File: config.mk
export PLATFORM = sky130hd
export DESIGN_NAME = tow_field
export DESIGN_NICKNAME = d
export VERILOG_FILES = /design/src/rtl/tow_pkg.sv /design/src/rtl/tow_score_ctr.sv /design/src/rtl/tow_field.sv
export SDC_FILE = /design/constraint.sdc
export NUM_CORES = 1
export LEC_CHECK = 0
export CORE_UTILIZATION = 45
export CTS_BUF_LIST = sky130_fd_sc_hd__clkbuf_16
export DETAILED_ROUTE_END_ITERATION = 6
export PLACE_DENSITY = 0.75
export SLEW_MARGIN = 20
export SYNTH_ARGS = -nofsm -noshare
export SYNTH_HDL_FRONTEND = slang
export SYNTH_SLANG_ARGS = --single-unit
File: constraint.sdc
create_clock -name clk -period 2.11 [get_ports clk]
set_input_delay 0.211 -clock clk [delete_from_list [all_inputs] [get_ports clk]]
set_output_delay 0.211 -clock clk [all_outputs]
set_load 0.01 [all_outputs]
File: src/rtl/tow_pkg.sv
// Shared types for the tug-of-war playfield: round state and winner encodings.
package tow_pkg;

  typedef enum logic [1:0] {
    PLAY  = 2'd0,
    WIN_L = 2'd1,
    WIN_R = 2'd2
  } state_t;

  localparam logic [1:0] WIN_NONE  = 2'b00;
  localparam logic [1:0] WIN_LEFT  = 2'b10;
  localparam logic [1:0] WIN_RIGHT = 2'b01;

endpackage

File: src/rtl/tow_score_ctr.sv
// Saturating per-player win counter; holds at all-ones instead of wrapping.
module tow_score_ctr #(
  parameter int SCORE_W = 3
) (
  input  logic               clk,
  input  logic               reset,
  input  logic               inc,
  output logic [SCORE_W-1:0] count
);

  localparam logic [SCORE_W-1:0] MAX = '1;

  always_ff @(posedge clk or posedge reset) begin
    if (reset)                   count <= '0;
    else if (inc && count != MAX) count <= count + 1'b1;
  end

endmodule

File: src/rtl/tow_field.sv
// Tug-of-war playfield: rope position, round FSM, score counters and led decode.
module tow_field
  import tow_pkg::*;
#(
  parameter int N_LIGHTS = 9,
  parameter int SCORE_W  = 3
) (
  input  logic                clk,
  input  logic                reset,
  input  logic                l_press,
  input  logic                r_press,
  input  logic                restart,
  output logic [N_LIGHTS-1:0] led,
  output logic                game_over,
  output logic [1:0]          winner,
  output logic [SCORE_W-1:0]  l_score,
  output logic [SCORE_W-1:0]  r_score
);

  localparam int              POS_W = $clog2(N_LIGHTS);
  localparam int              CTR_I = (N_LIGHTS - 1) / 2;
  localparam logic [POS_W-1:0] CTR  = POS_W'(CTR_I);
  localparam logic [POS_W-1:0] LAST = POS_W'(N_LIGHTS - 1);

  state_t                        state, state_nxt;
  logic [POS_W-1:0]              pos, pos_nxt;
  logic [1:0]                    inc;    // [1] left, [0] right, same order as winner
  logic [1:0][SCORE_W-1:0]       score;
  logic                          l_only, r_only;

  assign l_only = l_press & ~r_press;
  assign r_only = r_press & ~l_press;

  always_ff @(posedge clk or posedge reset) begin
    if (reset) begin
      state <= PLAY;
      pos   <= CTR;
    end else begin
      state <= state_nxt;
      pos   <= pos_nxt;
    end
  end

  // A win needs a press while already sitting on the edge light.
  always_comb begin
    state_nxt = state;
    pos_nxt   = pos;
    inc       = '0;
    if (restart) begin
      state_nxt = PLAY;
      pos_nxt   = CTR;
    end else if (state == PLAY) begin
      if (l_only) begin
        if (pos == LAST) begin
          state_nxt = WIN_L;
          inc[1]    = 1'b1;
        end else begin
          pos_nxt = pos + 1'b1;
        end
      end else if (r_only) begin
        if (pos == '0) begin
          state_nxt = WIN_R;
          inc[0]    = 1'b1;
        end else begin
          pos_nxt = pos - 1'b1;
        end
      end
    end
  end

  for (genvar p = 0; p < 2; p++) begin : g_score
    tow_score_ctr #(.SCORE_W(SCORE_W)) u_ctr (
      .clk   (clk),
      .reset (reset),
      .inc   (inc[p]),
      .count (score[p])
    );
  end

  assign l_score = score[1];
  assign r_score = score[0];

  always_comb begin
    led       = '0;
    game_over = 1'b0;
    winner    = WIN_NONE;
    case (state)
      WIN_L: begin
        for (int i = 0; i < N_LIGHTS; i++) led[i] = (i > CTR_I);
        game_over = 1'b1;
        winner    = WIN_LEFT;
      end
      WIN_R: begin
        for (int i = 0; i < N_LIGHTS; i++) led[i] = (i < CTR_I);
        game_over = 1'b1;
        winner    = WIN_RIGHT;
      end
      default: led = N_LIGHTS'(1) << pos;
    endcase
  end

endmodule
==> results of run 1 <==
## cell type report
class	count	share of cell area, %
multi-input cells	66	43.8
inverters	5	1.50
flip-flops and latches	12	24.2
clock inverters	1	0.301
well taps	25	2.51
clock buffers	3	6.02
repair buffers	31	21.7
## cell usage in the layout, fill, tap and decap left out
cell and count:
buf_4 9, clkdlybuf4s15_1 1, nand3b_1 2, dlymetal6s2s_1 1, nand2_1 6, nor2_1 4
a21oi_1 2, xnor2_1 2, a221oi_1 1, ha_1 9, mux2_2 4, nor4_1 1
nand4_1 1, o32ai_1 1, inv_2 1, o21ai_0 7, nor4b_4 2, dlygate4sd2_1 4
mux2i_1 1, clkbuf_2 3, a211oi_1 1, a31oi_1 2, clkdlybuf4s50_1 13, o21a_1 1
nand3_2 1, a311oi_1 1, nor3_1 1, nand2b_1 4, o31ai_1 2, nor4b_1 1
nor3_4 1, clkbuf_16 3, or3_1 3, dfstp_2 1, xor2_1 3, o32ai_2 1
dfrtp_1 11, a211o_1 1, inv_1 5
## how the worst max path moves through the flow
stage / from / to / slack [ns] / cells after the start
6_report: state[0]$_DFFE_PP0P_ / led[7] / 0.10 / 5
5_1_grt: state[0]$_DFFE_PP0P_ / led[0] / 0.006 / 5
4_1_cts: state[0]$_DFFE_PP0P_ / led[0] / 0.02 / 5
3_5_place_dp: state[0]$_DFFE_PP0P_ / led[0] / -0.02 / 5
3_3_place_gp: state[0]$_DFFE_PP0P_ / led[0] / 0.07 / 5
2_1_floorplan: state[0]$_DFFE_PP0P_ / led[0] / 0.41 / 4
## power by group through the flow
stage / Combinational, mW / Sequential [mW] / Clock, mW
floorplan: 0.198 / 0.320 / 0
global placement: 0.349 / 0.312 / 0
detailed placement: 0.362 / 0.313 / 0
CTS: 0.353 / 0.311 / 0.352
global route: 0.387 / 0.318 / 0.356
finish: 0.349 / 0.310 / 0.346
## worst max-delay path, stage by stage, from the launching register on
cell and delay [ns]:
dfrtp_1 0.37, inv_1 0.07, ha_1 0.31, or3_1 0.37
o21ai_0 0.16, dlygate4sd2_1 0.28
## metrics by stage
step | std cells | power (mW)
floorplan | 88 | 0.518
global placement | 139 | 0.661
detailed placement | 139 | 0.675
CTS | 143 | 1.02
global route | 143 | 1.06
finish | 143 | 1.00
## logic make-up (layout without fill, tap and decap cells)
kind of cell | count (synthesis) | in the layout | synth area share [%]
simple gates | 27 | 27 | 22.0
xor+xnor | 5 | 5 | 4.91
buf+inv | 10 | 40 | 4.91
flops | 12 | 12 | 33.8
compound gates | 20 | 20 | 15.6
fa+ha+maj | 9 | 9 | 12.6
mux | 5 | 5 | 6.17
## flip-flops by register name, indices dropped and copies added (netlist names)
name / flops
state: 2
pos: 4
g_score.u_ctr.count: 6
## what timing repair did
| item | CTS | global route |
|---|---|---|
| endpoints found under the setup margin | 8 | 5 |
| resized for setup | 8 | 11 |
| buffers inserted | 0 | 0 |
## per-layer routing
layer  part of all wire (%)  GRT usage, %
met5                      0             0
met4                    2.9          12.4
met3                    6.5          5.88
met2                     53          43.6
met1                     37          19.5
==> flow_summary.ini, run 1 <==
[run_status]
status = complete, no violations

[critical_path]
reg2reg_slack_ns = 0.25
critPathArrivalTime_ns = 1.80
reg2reg_depth = 5
critPathMaxFanout = 4
critPathKind = reg -> out
worstSetupStartpointType = flip-flop
worstPathRequired_ns = 1.90
cp-end-kind = primary output
worst_r2r_endpoint = pos[3]$_DFFE_PP0P_
r2r-start = pos[2]$_DFFE_PP1P_

[power]
power_frac_comb_pct = 34.8
p_int_mw = 0.696
p_sw_mw = 0.309
ir_drop_mv = 0.641
p_per_area_mw_per_mm2 = 805
total_leakage_power_nw = 0.594
switching_share_pct = 30.8
seq_power_share_pct = 30.8
power.share.clock_pct = 34.4

[cts]
cts_made_buffers = 3
root_buffer = clkbuf_16
clock_latency_ns = 0.24
cts.htree.levels = 1
clkSinkCount = 12
clockBufferDepth = 2
clkTransAtPathRegs_ns = 0.04
cts_tree = built
cts_hold_buf = 0

[timing]
rsz0062_at_grt = false
hold_violations = 0
tightestPinTransition_ns = 0.471
fin_skew_ns = 0.00418
fmax_mhz = 498
fin_ws_ns = 0.103
holdWs_ns = 0.282
maxSlewViolCount = 0
setup_violations = 0
max_slew_margin_pct = 68.6
finalSetupTns_ns = 0
finalCritPeriodShare_pct = 95.1
min_period_ns = 2.01

[grt]
grt_first_pass_wirelength_um = 3240
gr-usage-all-layers_pct = 22.2
grt_overflow_total = 0
grt_pass1_vias = 772
grt_max_degree = 13
antenna_found_initial = 0

[route]
num_vias = 793
drt-initial-drc-count = 30
firstDrtPassIters = 4
ant_nets = 0
wl_per_cell_um = 13.9
detail_route.vias_per_cell = 5.55
routed_wl_um = 1990
drcViolationCount = 0

[die]
start_util_pct = 50.0
die_w_um = 46.5
die_h_um = 46.5
io-pin-count = 23
core_mm2 = 0.00178
row_count = 15
die_area_mm2 = 0.00216

[logic_synthesis]
syn_inst = 88
syn_nets = 102
synth_flop_cell = dfrtp_1
synth_edf_count = 0
yosys.area.top_type = dfrtp_1
yosys.area.top_type_share_pct = 30.9
synth.most_common_cell = dfrtp_1
synth_async_sr_flop_share_pct = 100
yosysWarnings = 0
synthTopCellsByArea = dfrtp_1, ha_1, nor4b_4
synth_area_um2 = 892
yosysUniqueCellTypes = 35
synthTopCellsByCount = dfrtp_1, ha_1, o21ai_0, nand2_1
syn_avg_cell_area_um2 = 10.1
synth-seq-cells = 12
synth-seq-area-share_pct = 33.8

[final_layout]
postLayoutCoreUtil_pct = 70.0
postLayoutCellArea_mm2 = 0.00125
layout-drive-gt1-share_pct = 22.0
multiInputGateArea_um2 = 547
area_growth_pct = 39.8
diodes = 0
nets = 133
nFillCells = 144
ff_latch_area_um2 = 302

[run]
max_cap_violations = 0

[placement]
port_buffers = 22
place.gp.congestion = 0.691
dpl.hpwl_um = 1480
dpl_worst_slack_ns = -0.0203
dpl_cell_area_mm2 = 0.00119

[hold_path]
hp-class = in -> async
(Power assumes the default switching activity.)
==> run 2: changes to the inputs <==
--- a/config.mk
+++ b/config.mk
@@ -7,2 +7,3 @@
 export LEC_CHECK = 0
+export CORE_ASPECT_RATIO = 1.2
 export CORE_UTILIZATION = 45
--- a/constraint.sdc
+++ b/constraint.sdc
@@ -3,2 +3,2 @@
 set_output_delay 0.211 -clock clk [all_outputs]
-set_load 0.01 [all_outputs]
+set_load 0.005 [all_outputs]
==> run 2 against run 1 <==
Effect of this change: total power down 0.91%; sequential power about the same; hold slack improved by 0.0030 ns; via count decreased by 0.13%; sequential share of layout area fell by 0.84 points; worst setup slack improved by 0.044 ns; first-iteration DRC count down 57%; critical path depth unchanged; fmax is 2.2% higher.
==> flow_summary.ini, run 2 (same netlist as run 1, synthesis figures left out) <==
[critical_path]
worstSetupStartpointType = flip-flop
critPathArrivalTime_ns = 1.75
crit_chain = buf_4 -> nor3_4 -> nand2_1 -> o21ai_0 -> clkdlybuf4s50_1
critPathKind = reg -> out
worstPathRequired_ns = 1.90
slowest_stage = clkdlybuf4s50_1
max_stage_delay_ns = 0.52
critPathMaxFanout = 6
reg2reg_depth = 6
cp-end-kind = primary output
reg2reg_slack_ns = 0.32

[timing]
hold_violations = 0
fin_skew_ns = 0.00387
holdWs_ns = 0.285
tightestPinTransition_ns = 0.477
finalSetupTns_ns = 0
finalCritPeriodShare_pct = 93.0
maxSlewViolCount = 0
setup_violations = 0
max_slew_margin_pct = 68.2
min_period_ns = 1.96
rsz0062_at_grt = false
fmax_mhz = 509

[power]
total_leakage_power_nw = 0.605
power_mw = 0.996
p_per_area_mw_per_mm2 = 770
ir_drop_mv = 0.603

[cts]
cts_tree = built
cts.htree.levels = 1
clkTransAtPathRegs_ns = 0.04
root_buffer = clkbuf_16
clock_latency_ns = 0.24
cts_hold_buf = 0
cts_made_buffers = 3
clockBufferDepth = 2
clkSinkCount = 12

[final_layout]
top_register = g_score.u_ctr.count
final_cell_mix = clkdlybuf4s50_1, buf_4, dfrtp_1, ha_1, dlygate4sd2_1
nets = 136
area_growth_pct = 44.9
layout_commonest_cell = clkdlybuf4s50_1
nFillCells = 154
postLayoutCellArea_mm2 = 0.00129
top_regs = g_score.u_ctr.count (6), pos (4), state (2)
layout-drive-gt1-share_pct = 25.6
diodes = 0
largest_reg_flops = 6
postLayoutCoreUtil_pct = 69.8

[placement]
port_buffers = 22
dpl_cell_area_mm2 = 0.00116
dpl.hpwl_um = 1360
place.gp.congestion = 0.821

[die]
row_count = 17
die_area_mm2 = 0.00217
start_util_pct = 48.2
die_h_um = 50.8
io-pin-count = 23
core_mm2 = 0.00185
die_w_um = 42.6

[route]
ant_nets = 0
firstDrtPassIters = 4
drcViolationCount = 0
routed_wl_um = 1930
detail_route.vias_per_cell = 5.66
wl_per_cell_um = 13.8
drt-initial-drc-count = 13
num_vias = 792

[run]
max_cap_violations = 0

[grt]
grt_max_degree = 13
antenna_found_initial = 0
grt_first_pass_wirelength_um = 3140
gr-usage-all-layers_pct = 19.7
grt_pass1_vias = 749
grt_overflow_total = 0

[hold_path]
hp-class = in -> async

[run_status]
status = complete, no violations
run 2: cell type report:
cell class	count	area (um2)	share of cell area, %
clock inverters	1	3.75	0.290
clock buffers	3	75.1	5.81
repair buffers	34	300	23.2
multi-input cells	66	569	44.0
inverters	5	18.8	1.45
well taps	19	23.8	1.84
flip-flops and latches	12	302	23.3
run 2: final timing paths:
path	end	startpoint
max in group asynchronous	pos[2]$_DFFE_PP1P_	reset
min	g_score[0].u_ctr.count[1]$_DFFE_PP0P_	reset
max	led[8]	pos[2]$_DFFE_PP1P_
min reg2reg	g_score[0].u_ctr.count[0]$_DFFE_PP0P_	g_score[0].u_ctr.count[0]$_DFFE_PP0P_
max reg2reg	pos[3]$_DFFE_PP0P_	pos[2]$_DFFE_PP1P_
min in group clk	g_score[0].u_ctr.count[0]$_DFFE_PP0P_	g_score[0].u_ctr.count[0]$_DFFE_PP0P_
run 2: power breakdown:
group | total, mW | internal [mW] | switching (mW)
Clock | 0.346 | 0.249 | 0.0972
Sequential | 0.311 | 0.271 | 0.0398
Combinational | 0.339 | 0.187 | 0.151
Total | 0.996 | 0.707 | 0.288
run 2: timing repair:
item                       in CTS  in global routing
setup endpoints to repair       8                  0
setup buffers                   5                  0
gates resized for setup        15                  0
hold endpoints to repair        0                  0
run 2: routing by layer:
layer  up-vias  part of all wire, %  global-route usage [%]
li1        387                    -                       -
met1       367                   38                    19.5
met2        33                   53                    36.9
met3         5                  5.8                    3.24
met4         0                  2.5                    12.0
met5         -                    0                       0
run 2: through the flow:
| step | worst slack [ns] | instances |
|---|---|---|
| floorplan | 0.465 | 88 |
| global placement | 0.0792 | 131 |
| detailed placement | 0.0252 | 131 |
| CTS | 0.148 | 140 |
| global route | 0.0578 | 140 |
| finish | 0.147 | 140 |
run 2: critical path, delay by kind of cell (launching register included):
family	cells	cell delay (ns)
buffers and inverters	2	0.67
DFF	1	0.36
and+or+nand+nor	2	0.33
AOI/OAI and AO/OA	1	0.14
==> run 3: changes to the inputs <==
PLACE_DENSITY = 0.77   (was 0.75)
==> run 3 against run 2 <==
Effect of this change: register-to-register slack worse by 0.02 ns; cell count down 1.4%; flip-flop and latch count did not move; core utilization is 1.5 points lower; total power is 0.64% lower; worst setup slack worse by 0.029 ns; via count is 2.4% lower; hold slack worse by 0.0080 ns; sequential share of layout area rose by 0.51 points; sequential power is essentially flat; first-iteration DRC count decreased by 69%; largest power group unchanged.
==> flow_summary.ini, run 3 (same netlist as run 1, synthesis figures left out) <==
[critical_path]
slowest_stage = clkdlybuf4s50_1
max_stage_delay_ns = 0.52
critPathMaxFanout = 4
cp-end-kind = primary output
worstSetupStartpointType = flip-flop
critPathArrivalTime_ns = 1.78
critPathKind = reg -> out
critical-path-top-delay-family = buffers and inverters
worstPathRequired_ns = 1.90
path_buf_inv = 3
crit_chain = inv_2 -> ha_1 -> buf_4 -> o21ai_0 -> clkdlybuf4s50_1

[final_layout]
area_growth_pct = 41.8
layout_commonest_cell = clkdlybuf4s50_1
nets = 134
diodes = 0
final_cell_mix = clkdlybuf4s50_1, dfrtp_1, buf_4, ha_1, dlygate4sd2_1
largest_reg_flops = 6
top_register = g_score.u_ctr.count
top_regs = g_score.u_ctr.count (6), pos (4), state (2)
layout-drive-gt1-share_pct = 23.5

[power]
p_per_area_mw_per_mm2 = 782
total_leakage_power_nw = 0.592
power_mw = 0.989
ir_drop_mv = 0.754

[grt]
antenna_found_initial = 0
grt_use_met3_pct = 3.96
grt_max_degree = 13
grt_overflow_total = 0
grt_pass1_vias = 748
use_met2_pct = 35.1
grt_first_pass_wirelength_um = 3210
grt_util_met1_pct = 20.5
gr-usage-all-layers_pct = 20.1
grt.busiest_layer = met2

[route]
firstDrtPassIters = 4
drcViolationCount = 0
detail_route.vias_per_cell = 5.60
drt-initial-drc-count = 4
num_vias = 773
ant_nets = 0
routed_wl_um = 1860
wl_per_cell_um = 13.5

[die]
io-pin-count = 23
die_area_mm2 = 0.00217
die_w_um = 42.6
core_mm2 = 0.00185
row_count = 17
start_util_pct = 48.2
die_h_um = 50.8

[timing]
maxSlewViolCount = 0
fin_ws_ns = 0.119
fin_skew_ns = 0.00478
fmax_mhz = 502
hold_violations = 0
max_slew_margin_pct = 69.7
setup_violations = 0
tightestPinTransition_ns = 0.454
finalSetupTns_ns = 0
finalCritPeriodShare_pct = 94.4
rsz0062_at_grt = false
min_period_ns = 1.99

[cts]
cts_hold_buf = 0
clkSinkCount = 12
clock_latency_ns = 0.24
clockBufferDepth = 2
root_buffer = clkbuf_16
cts.htree.levels = 1
cts_tree = built
cts_made_buffers = 3
clkTransAtPathRegs_ns = 0.04

[run_status]
status = complete, no violations

[placement]
port_buffers = 22
dpl_worst_slack_ns = -0.0104
place.gp.congestion = 0.763
dpl.hpwl_um = 1420

[run]
max_cap_violations = 0

[hold_path]
hp-class = in -> async
==> run 3: worst paths after layout <==
kind / endpoint / cells past startpoint / startpoint / slack [ns]
max: led[8] / 5 / state[0]$_DFFE_PP0P_ / 0.12
min: g_score[0].u_ctr.count[1]$_DFFE_PP0P_ / 2 / reset / 0.28
max reg2reg: g_score[1].u_ctr.count[1]$_DFFE_PP0P_ / 5 / state[0]$_DFFE_PP0P_ / 0.30
min reg2reg: g_score[1].u_ctr.count[0]$_DFFE_PP0P_ / 1 / g_score[1].u_ctr.count[0]$_DFFE_PP0P_ / 0.52
max in group asynchronous: pos[2]$_DFFE_PP1P_ / 2 / reset / 1.49
min in group clk: g_score[1].u_ctr.count[0]$_DFFE_PP0P_ / 1 / g_score[1].u_ctr.count[0]$_DFFE_PP0P_ / 0.52
==> run 3: layout make-up <==
type / instances / area (um2)
Multi-Input combinational cell: 66 / 557
Clock inverter: 1 / 3.75
Tap cell: 19 / 23.8
Inverter: 5 / 18.8
Clock buffer: 3 / 75.1
Fill cell: 146 / 586
Timing Repair Buffer: 32 / 285
Sequential cell: 12 / 302
==> run 3: stage by stage <==
stage	area, um2	hold slack [ns]	std cells	utilization (%)
5_1_grt	1260	0.347	138	68.4
6_report	1260	0.277	138	68.4
2_1_floorplan	892	0.0750	88	-
3_3_place_gp	1170	0.493	132	63.3
3_5_place_dp	1170	0.502	132	63.3
4_1_cts	1260	0.289	138	68.4
==> run 3: what timing repair did <==
action,CTS,global route
gates resized for setup,13,0
buffers inserted,2,0
setup endpoints to repair,8,0
==> run 3: power by group <==
group	internal, mW	switching (mW)
sequential	0.271	0.0423
clock	0.249	0.0954
combinational	0.184	0.147
total	0.704	0.285
==> run 3: routing by layer <==
metal | vias to the layer above | share of wire (%)
met5 | - | 0
met4 | 0 | 3.4
met3 | 7 | 3.9
met2 | 25 | 53
met1 | 358 | 40
li1 | 383 | -
